[src/rtl/s2_hazard_ctrl_pkg.sv]
// Shared core constants for the S2 hazard controller: opcodes, forwarding-select
// encodings, controller FSM states and the forwarding priority helper.
package s2_hazard_ctrl_pkg;

    localparam logic [6:0] OP_LUI       = 7'b0110111;
    localparam logic [6:0] OP_AUIPC     = 7'b0010111;
    localparam logic [6:0] OP_JAL       = 7'b1101111;
    localparam logic [6:0] OP_JALR      = 7'b1100111;
    localparam logic [6:0] OP_BRANCH    = 7'b1100011;
    localparam logic [6:0] OP_LOAD      = 7'b0000011;
    localparam logic [6:0] OP_STORE     = 7'b0100011;
    localparam logic [6:0] OP_ARI_ITYPE = 7'b0010011;
    localparam logic [6:0] OP_ARI_RTYPE = 7'b0110011;
    localparam logic [6:0] OP_CSR       = 7'b1110011;

    localparam logic [31:0] INSTR_NOP = 32'h0000_0013;

    localparam logic [1:0] FWD_S3  = 2'b00;
    localparam logic [1:0] FWD_WBD = 2'b01;
    localparam logic [1:0] FWD_RF  = 2'b10;

    typedef enum logic [1:0] {
        StBoot    = 2'b00,
        StRun     = 2'b01,
        StLdStall = 2'b10
    } hz_state_e;

    // The younger producer (S2) wins over the older one (S3).
    function automatic logic [1:0] fwd_select(
        input logic       used,
        input logic [4:0] rs,
        input logic [4:0] s2_rd,
        input logic       s2_wen,
        input logic [4:0] s3_rd,
        input logic       s3_wen
    );
        if (used && s2_wen && (rs == s2_rd)) begin
            return FWD_S3;
        end else if (used && s3_wen && (rs == s3_rd)) begin
            return FWD_WBD;
        end
        return FWD_RF;
    endfunction

endpackage

[src/rtl/s2_hazard_ctrl_rs_usage_decode.sv]
// Combinational register-usage decode of the S1 instruction: which sources are
// read, whether rd is written (never for x0) and whether it is a load.
module s2_hazard_ctrl_rs_usage_decode
    import s2_hazard_ctrl_pkg::*;
(
    input  logic [31:0] instr_i,
    output logic        rs1_used_o,
    output logic        rs2_used_o,
    output logic        rd_wen_o,
    output logic        is_load_o,
    output logic [4:0]  rd_o,
    output logic [4:0]  rs1_o,
    output logic [4:0]  rs2_o
);

    logic [6:0] opcode;
    logic       writes_rd;
    logic       unused_instr;

    assign opcode       = instr_i[6:0];
    assign rd_o         = instr_i[11:7];
    assign rs1_o        = instr_i[19:15];
    assign rs2_o        = instr_i[24:20];
    assign unused_instr = ^{instr_i[31:25], instr_i[14:12]};

    always_comb begin
        writes_rd  = 1'b0;
        rs1_used_o = 1'b0;
        rs2_used_o = 1'b0;
        is_load_o  = 1'b0;
        unique case (opcode)
            OP_LUI, OP_AUIPC, OP_JAL: writes_rd = 1'b1;
            OP_JALR, OP_ARI_ITYPE: begin
                writes_rd  = 1'b1;
                rs1_used_o = 1'b1;
            end
            OP_LOAD: begin
                writes_rd  = 1'b1;
                rs1_used_o = 1'b1;
                is_load_o  = 1'b1;
            end
            OP_ARI_RTYPE: begin
                writes_rd  = 1'b1;
                rs1_used_o = 1'b1;
                rs2_used_o = 1'b1;
            end
            OP_BRANCH, OP_STORE: begin
                rs1_used_o = 1'b1;
                rs2_used_o = 1'b1;
            end
            OP_CSR: rs1_used_o = 1'b1;
            default: ;
        endcase
    end

    // An x0 destination is treated as a non-writer so it can never match a source.
    assign rd_wen_o = writes_rd && (rd_o != 5'd0);

endmodule

[src/rtl/s2_hazard_ctrl.sv]
// Hazard controller for the 3-stage core: registered S2 forwarding selects,
// one-cycle load-use stall, redirect/boot bubbles, and cycle/instret counters.
module s2_hazard_ctrl
    import s2_hazard_ctrl_pkg::*;
(
    input  logic        clk,
    input  logic        rst,
    input  logic [31:0] instruction_s1,
    input  logic        redirect_s2,
    output logic        stall_s1,
    output logic        bubble_s2,
    output logic [1:0]  rs1_sel,
    output logic [1:0]  rs2_sel,
    output logic        valid_s2,
    output logic        valid_s3,
    output logic [31:0] cycle_cnt,
    output logic [31:0] instret_cnt
);

    logic       dec_rs1_used, dec_rs2_used, dec_rd_wen, dec_is_load;
    logic [4:0] dec_rd, dec_rs1, dec_rs2;
    logic       load_use;

    hz_state_e   state_q, state_d;
    logic [4:0]  s2_rd_q, s2_rd_d, s3_rd_q, s3_rd_d;
    logic        s2_wen_q, s2_wen_d, s3_wen_q, s3_wen_d;
    logic        s2_load_q, s2_load_d;
    logic        s2_valid_q, s2_valid_d, s3_valid_q, s3_valid_d;
    logic [1:0]  rs1_sel_q, rs1_sel_d, rs2_sel_q, rs2_sel_d;
    logic [31:0] cycle_q, cycle_d, instret_q, instret_d;

    s2_hazard_ctrl_rs_usage_decode u_rs_usage_decode (
        .instr_i    (instruction_s1),
        .rs1_used_o (dec_rs1_used),
        .rs2_used_o (dec_rs2_used),
        .rd_wen_o   (dec_rd_wen),
        .is_load_o  (dec_is_load),
        .rd_o       (dec_rd),
        .rs1_o      (dec_rs1),
        .rs2_o      (dec_rs2)
    );

    assign load_use = s2_load_q && s2_wen_q &&
                      ((dec_rs1_used && (dec_rs1 == s2_rd_q)) ||
                       (dec_rs2_used && (dec_rs2 == s2_rd_q)));

    always_comb begin
        bubble_s2 = 1'b1;
        stall_s1  = 1'b0;
        state_d   = StRun;
        unique case (state_q)
            StBoot: begin
                bubble_s2 = 1'b1;
                stall_s1  = 1'b0;
                state_d   = StRun;
            end
            StRun, StLdStall: begin
                // A redirect kills the consumer, so it overrides the load-use hold.
                bubble_s2 = load_use || redirect_s2;
                stall_s1  = load_use && !redirect_s2;
                state_d   = stall_s1 ? StLdStall : StRun;
            end
            default: ;
        endcase
    end

    always_comb begin
        s3_rd_d    = s2_rd_q;
        s3_wen_d   = s2_wen_q;
        s3_valid_d = s2_valid_q;
        if (bubble_s2) begin
            s2_rd_d    = 5'd0;
            s2_wen_d   = 1'b0;
            s2_load_d  = 1'b0;
            s2_valid_d = 1'b0;
            rs1_sel_d  = FWD_RF;
            rs2_sel_d  = FWD_RF;
        end else begin
            s2_rd_d    = dec_rd;
            s2_wen_d   = dec_rd_wen;
            s2_load_d  = dec_is_load;
            s2_valid_d = 1'b1;
            rs1_sel_d  = fwd_select(dec_rs1_used, dec_rs1, s2_rd_q, s2_wen_q, s3_rd_q, s3_wen_q);
            rs2_sel_d  = fwd_select(dec_rs2_used, dec_rs2, s2_rd_q, s2_wen_q, s3_rd_q, s3_wen_q);
        end
        cycle_d   = cycle_q + 32'd1;
        instret_d = instret_q + {31'd0, s3_valid_q};
    end

    always_ff @(posedge clk or posedge rst) begin
        if (rst) begin
            state_q    <= StBoot;
            s2_rd_q    <= 5'd0;
            s2_wen_q   <= 1'b0;
            s2_load_q  <= 1'b0;
            s2_valid_q <= 1'b0;
            s3_rd_q    <= 5'd0;
            s3_wen_q   <= 1'b0;
            s3_valid_q <= 1'b0;
            rs1_sel_q  <= FWD_RF;
            rs2_sel_q  <= FWD_RF;
            cycle_q    <= 32'd0;
            instret_q  <= 32'd0;
        end else begin
            state_q    <= state_d;
            s2_rd_q    <= s2_rd_d;
            s2_wen_q   <= s2_wen_d;
            s2_load_q  <= s2_load_d;
            s2_valid_q <= s2_valid_d;
            s3_rd_q    <= s3_rd_d;
            s3_wen_q   <= s3_wen_d;
            s3_valid_q <= s3_valid_d;
            rs1_sel_q  <= rs1_sel_d;
            rs2_sel_q  <= rs2_sel_d;
            cycle_q    <= cycle_d;
            instret_q  <= instret_d;
        end
    end

    assign rs1_sel     = rs1_sel_q;
    assign rs2_sel     = rs2_sel_q;
    assign valid_s2    = s2_valid_q;
    assign valid_s3    = s3_valid_q;
    assign cycle_cnt   = cycle_q;
    assign instret_cnt = instret_q;

endmodule

[config.mk]
export PLATFORM = sky130hd
export DESIGN_NAME = s2_hazard_ctrl
export DESIGN_NICKNAME = d
export VERILOG_FILES = /design/src/rtl/s2_hazard_ctrl_pkg.sv /design/src/rtl/s2_hazard_ctrl_rs_usage_decode.sv /design/src/rtl/s2_hazard_ctrl.sv
export SDC_FILE = /design/constraint.sdc
export NUM_CORES = 1
export LEC_CHECK = 0
export BUFFER_PORTS_ARGS = -buffer_cell sky130_fd_sc_hd__buf_4
export CAP_MARGIN = 20
export CORE_UTILIZATION = 40
export CTS_CLUSTER_DIAMETER = 100
export CTS_CLUSTER_SIZE = 24
export DETAILED_ROUTE_END_ITERATION = 8
export PLACE_DENSITY = 0.74
export SYNTH_ARGS = -nofsm -noshare
export SYNTH_HDL_FRONTEND = slang
export SYNTH_HIERARCHICAL = 1
export SYNTH_SLANG_ARGS = --single-unit
[constraint.sdc]
create_clock -name clk -period 3.6 [get_ports clk]
set_clock_uncertainty 0.2 [all_clocks]
set_input_delay 0.54 -clock clk [delete_from_list [all_inputs] [get_ports clk]]
set_output_delay 0.54 -clock clk [all_outputs]
set_load 0.005 [all_outputs]
==> results of run 1 <==
[Yosys cell counts (all sizes together)]
library cell / n / area share, %
a2111oi: 1 / 0.38
a211oi: 1 / 0.19
a21oi: 1 / 0.13
and2: 9 / 1.4
and3: 4 / 0.63
and4: 2 / 0.47
buf: 16 / 3.0
clkbuf: 1 / 0.094
dfrtp: 83 / 52
dfstp: 2 / 1.3
ha: 3 / 0.94
inv: 16 / 1.5
mux2i: 1 / 0.25
nand2: 26 / 2.5
nand2b: 2 / 0.31
nand3: 28 / 4.1
nand4: 16 / 3.4
nand4b: 1 / 0.22
nor2: 29 / 2.7
nor2b: 1 / 0.16
nor3: 16 / 2.7
nor3b: 1 / 0.19
nor4: 8 / 2.1
o211a: 1 / 0.25
o21ai: 3 / 0.38
or3: 3 / 0.47
or4: 1 / 0.19
xnor2: 46 / 10
xor2: 35 / 7.7
[report_power, final]
| part | switching [mW] | internal [mW] | leakage (nW) |
|---|---|---|---|
| Combinational | 0.0880 | 0.112 | 1.17 |
| Clock | 0.341 | 0.359 | 0.102 |
| Sequential | 0.0693 | 0.998 | 1.13 |
[stage by stage]
step	utilization (%)	area, sq um	total power, mW	hold slack, ps
after global placement	49.1	4750	1.28	180
after detailed placement	49.1	4750	1.29	182
final	51.5	4990	1.97	110
after CTS	51.3	4960	2.00	189
after global routing	51.5	4990	2.06	154
after floorplan	-	3980	1.18	176
[kinds of logic (layout without fill, tap and decap cells)]
group	after synthesis	count (layout)	share of synthesized area, %
flip-flops	85	85	53.5
adder cells (fa/ha/maj)	3	3	0.943
buffers and inverters	33	130	4.56
AO/OA/AOI/OAI	7	7	1.32
multiplexers	1	1	0.252
AND/OR/NAND/NOR	147	147	21.6
XOR/XNOR	81	81	17.8
[registers in the layout (all words and copies together) (netlist names)]
signal and count:
instret_cnt 32, s3_wen_q 1, s3_rd_q 5, state_q 2, rs2_sel 2, s2_wen_q 1
rs1_sel 2, s2_load_q 1, cycle_cnt 32, valid_s3 1, s2_rd_q 5, valid_s2 1
[layer usage]
layer  GRT usage (%)  up-vias
met4            8.14        0
met1            20.6     1418
met3            2.55       15
met2            26.4       67
met5               0        -
li1                -     1360
[path summary, 6_finish.rpt]
| kind | from | endpoint | slack, ps |
|---|---|---|---|
| max | instruction_s1[4] | bubble_s2 | 760 |
| min | rst | instret_cnt[8] | 110 |
| max reg2reg | cycle_cnt[0] | cycle_cnt[28] | 1410 |
| min reg2reg | valid_s2 | valid_s3 | 200 |
| max in group asynchronous | rst | rs1_sel[1] | 2410 |
| min in group clk | valid_s2 | valid_s3 | 200 |
[cell type report]
cell class	count	area (sq um)	area share, %
inverters	16	61.3	1.23
well taps	133	166	3.33
multi-input cells	239	1670	33.4
repair buffers	98	756	15.1
clock inverters	5	58.8	1.18
flip-flops and latches	85	2130	42.7
clock buffers	11	151	3.03
[tightest hold or removal path: cells and delay by family]
family / cells / cell delay, ps
buffers and inverters: 3 / 580
==> impl_metrics.tcl, run 1 <==
set metrics [dict create \
    clock_latency_ps 350 \
    crit_path_start_kind "primary input" \
    ant_nets 0 \
    layout-drive-gt1-share_pct 30.0 \
    netlist-cell-type-count 41 \
    ctsHoldBuffers 0 \
    hpwl_mm 5.83 \
    cts_setup_buffers 0 \
    crit_top_cell "buf_4" \
    drc 0 \
    die_x_microns 102 \
    place.gp.congestion 0.764 \
    htreeDepth 3 \
    highest_layer "met4" \
    final_cell_mix "97 x buf_4, 83 x dfrtp_1, 46 x xnor2_1, 35 x xor2_1, 29 x nor2_1" \
    core_sq_mm 0.00968 \
    setup_tns_ps 0 \
    leakage_nw 2.40 \
    pre_cts_ws_ps 748 \
    crit_type "primary input to primary output" \
    crit_chain "buf_4, nand2b_1, a2111oi_2, nand4_1, o21ai_0, a21oi_1, inv_1, buf_4" \
    clock_tree.root_cell "clkbuf_8" \
    avgViaCountPerCell 4.87 \
    fin_crit_ps 2840 \
    start_util_pct 41.1 \
    wl_per_cell_microns 13.7 \
    nFillCells 870 \
    finalNetCount 487 \
    relSlewSlack_pct 58.8 \
    hold_viol_final 0 \
    syn-cell-area_sq_mm 0.00398 \
    drt_pre_antenna_iters 6 \
    worstPathArrival_ps 2100 \
    io_pins 107 \
    grt_max_degree 86 \
    die-area_sq_mm 0.0104 \
    cts_buffer_depth 2 \
    wl_met2_mm 3.95 \
    diodes 0 \
    cp-end-kind "primary output" \
    crit_buf_inv 3 \
    portBuffers 96 \
    syn_area_per_cell_sq_um 11.1 \
    clk_transition_reported_paths_ps 80 \
    rsz0062_at_grt "false" \
    cts_sinks 85 \
    wl_met3_microns 238 \
    crit_slowest_cell "a2111oi_2" \
    die_y_microns 102 \
    critical-path-top-delay-family "compound AO/OA/AOI/OAI gates" \
    ys_ff_latch 85 \
    area_delta_synth_final_pct 25.4 \
    vias 2860 \
    syn_inst 357 \
    min_path_type "primary input to async pin" \
    synthesis.nets 395 \
    fin_crit_sh_pct 78.9 \
    run_status "finished, final reports clean" \
    setup_viol 0 \
    cts_tree "built" \
    grt_antenna_before_repair 0 \
    cp.required_ps 2860 \
    drt_wl_total_mm 8.02 \
    max_stage_delay_ps 470 \
    max_freq_ghz 0.352 \
    r2r_cells 6 \
    fp-row-count 36 \
    maxCapViolCount 0 \
    crit_fanout 11 \
    overflow 0 \
    cts_buffers 9 \
    wl_met1_mm 3.63 \
    p_per_area_mw_per_mm2 394 \
    grt_pass1_wl_mm 12.9 \
    layout_commonest_cell "buf_4" \
    cts_resized 0 \
    yosys_warnings 6 \
    slew_viol_final 0 \
    post-place-cells 570 \
    ys_seq_area_share_pct 53.5 \
    track_usage_pct 16.1 \
    peakVddDrop_mv 0.156 \
    grt_pass1_vias 2764 \
    fin_ws_ps 760 \
    worst_slew_pin_slew_ps 618 \
    drt_iter0_markers 82 \
    instances_no_fill 587 \
    critical_path_cell_count 8 \
]
Power figures use the tool's default switching activity.
==> inputs of run 2 (changes only) <==
clock period = 2.75 ns   (was 3.6 ns; I/O delays follow)
==> run 2 against run 1 <==
Effect of this change: register-to-register slack worse by 810 ps; non-clock buffer count is 1 higher; hold slack worse by 39 ps; utilization is 0.090 points higher; final cell count is 0.17% higher; design area is 0.18% higher; clock-buffer cell count is 1 lower; sequential share of layout area is 0.075 points lower; setup slack worse by 530 ps; critical path depth stayed put; critical path type unchanged.
==> impl_metrics.tcl, run 2 (same netlist as run 1, synthesis figures left out) <==
set metrics [dict create \
    run_status "finished, final reports clean" \
    avgViaCountPerCell 4.85 \
    hpwl_mm 5.86 \
    worstPathArrival_ps 1910 \
    clk_transition_reported_paths_ps 80 \
    diodes 0 \
    cts_buffers 9 \
    fp-row-count 36 \
    crit_type "primary input to primary output" \
    area_delta_synth_final_pct 25.7 \
    layout_commonest_cell "buf_4" \
    grt_pass1_vias 2757 \
    rsz0062_at_grt "false" \
    ant_nets 0 \
    drt_wl_total_mm 7.95 \
    wl_per_cell_microns 13.5 \
    track_usage_pct 16.1 \
    crit_fanout 5 \
    drt_pre_antenna_iters 4 \
    max_freq_ghz 0.397 \
    crit_path_start_kind "primary input" \
    die_y_microns 102 \
    cp.required_ps 2140 \
    clock_tree.root_cell "clkbuf_8" \
    cts_resized 0 \
    instances_no_fill 588 \
    grt_antenna_before_repair 0 \
    clock_latency_ps 360 \
    fin_crit_ps 2520 \
    p_per_area_mw_per_mm2 524 \
    fin_crit_sh_pct 91.7 \
    vias 2854 \
    finalNetCount 488 \
    drt_iter0_markers 47 \
    grt_max_degree 86 \
    hold_viol_final 0 \
    io_pins 107 \
    die_x_microns 102 \
    die-area_sq_mm 0.0104 \
    overflow 0 \
    htreeDepth 3 \
    cts_tree "built" \
    min_path_type "primary input to register" \
    core_sq_mm 0.00968 \
    setup_viol 0 \
    drc 0 \
    portBuffers 96 \
    cts_sinks 85 \
    grt_pass1_wl_mm 12.8 \
    r2r_slack_ps 600 \
    relSlewSlack_pct 70.0 \
    peakVddDrop_mv 0.213 \
    slew_viol_final 0 \
    setup_tns_ps 0 \
    place.gp.congestion 0.758 \
    start_util_pct 41.1 \
    layout-drive-gt1-share_pct 29.7 \
    leakage_nw 2.40 \
    worst_slew_pin_slew_ps 449 \
    final_cell_mix "97 x buf_4, 83 x dfrtp_1, 46 x xnor2_1, 35 x xor2_1, 29 x nor2_1" \
    cts_buffer_depth 2 \
    post-place-cells 571 \
    maxCapViolCount 0 \
    cp-end-kind "primary output" \
]
run 2: through the flow:
step / power [mW] / hold slack, ps / utilization [%] / cell area, sq um / setup slack (ps)
floorplan: 1.55 / 176 / - / 3980 / 516
global placement: 1.68 / 171 / 49.3 / 4780 / 273
detailed placement: 1.69 / 176 / 49.3 / 4780 / 228
CTS: 2.67 / 44.8 / 51.6 / 5000 / 215
global route: 2.74 / 56.6 / 51.6 / 5000 / 41.2
finish: 2.62 / 70.3 / 51.6 / 5000 / 229
run 2: worst max-delay path: stages:
cell       delay, ps
buf_4            120
nand2b_1         140
a2111oi_2        480
nand4_1          130
o21ai_0          300
a21oi_1          130
inv_1             80
buf_4            100
run 2: layout make-up:
class / instances / area (sq um)
Timing Repair Buffer: 99 / 758
Fill cell: 864 / 4680
Clock buffer: 10 / 128
Sequential cell: 85 / 2130
Tap cell: 133 / 166
Clock inverter: 6 / 86.3
Multi-Input combinational cell: 239 / 1670
Inverter: 16 / 63.8
run 2: final timing paths:
path | startpoint | to | cells past startpoint
max in group asynchronous | rst | rs1_sel[1] | 4
worst max register to register | cycle_cnt[0] | cycle_cnt[28] | 6
worst max-delay path | instruction_s1[4] | bubble_s2 | 8
min in group asynchronous | rst | s2_wen_q | 4
worst min-delay path | instruction_s1[11] | s2_rd_q[4] | 2
worst min register to register | valid_s2 | valid_s3 | 0
run 2: what timing repair did:
item                                    in CTS  in global routing
endpoints found under the setup margin       0                  0
buffers inserted                             0                  0
endpoints found under the hold margin       76                  0
hold buffers                                 1                  0
run 2: routing by layer:
layer,global-route usage [%],vias to the layer above,share of wire (%)
met4,9.36,0,2.5
met1,20.5,1397,45
met5,0,-,0
met3,3.11,16,4.3
li1,-,1368,-
met2,25.6,73,48
run 2: power by group:
| part | internal (mW) | switching (mW) | total (mW) |
|---|---|---|---|
| sequential | 1.31 | 0.0891 | 1.40 |
| combinational | 0.146 | 0.118 | 0.264 |
| clock | 0.512 | 0.448 | 0.960 |
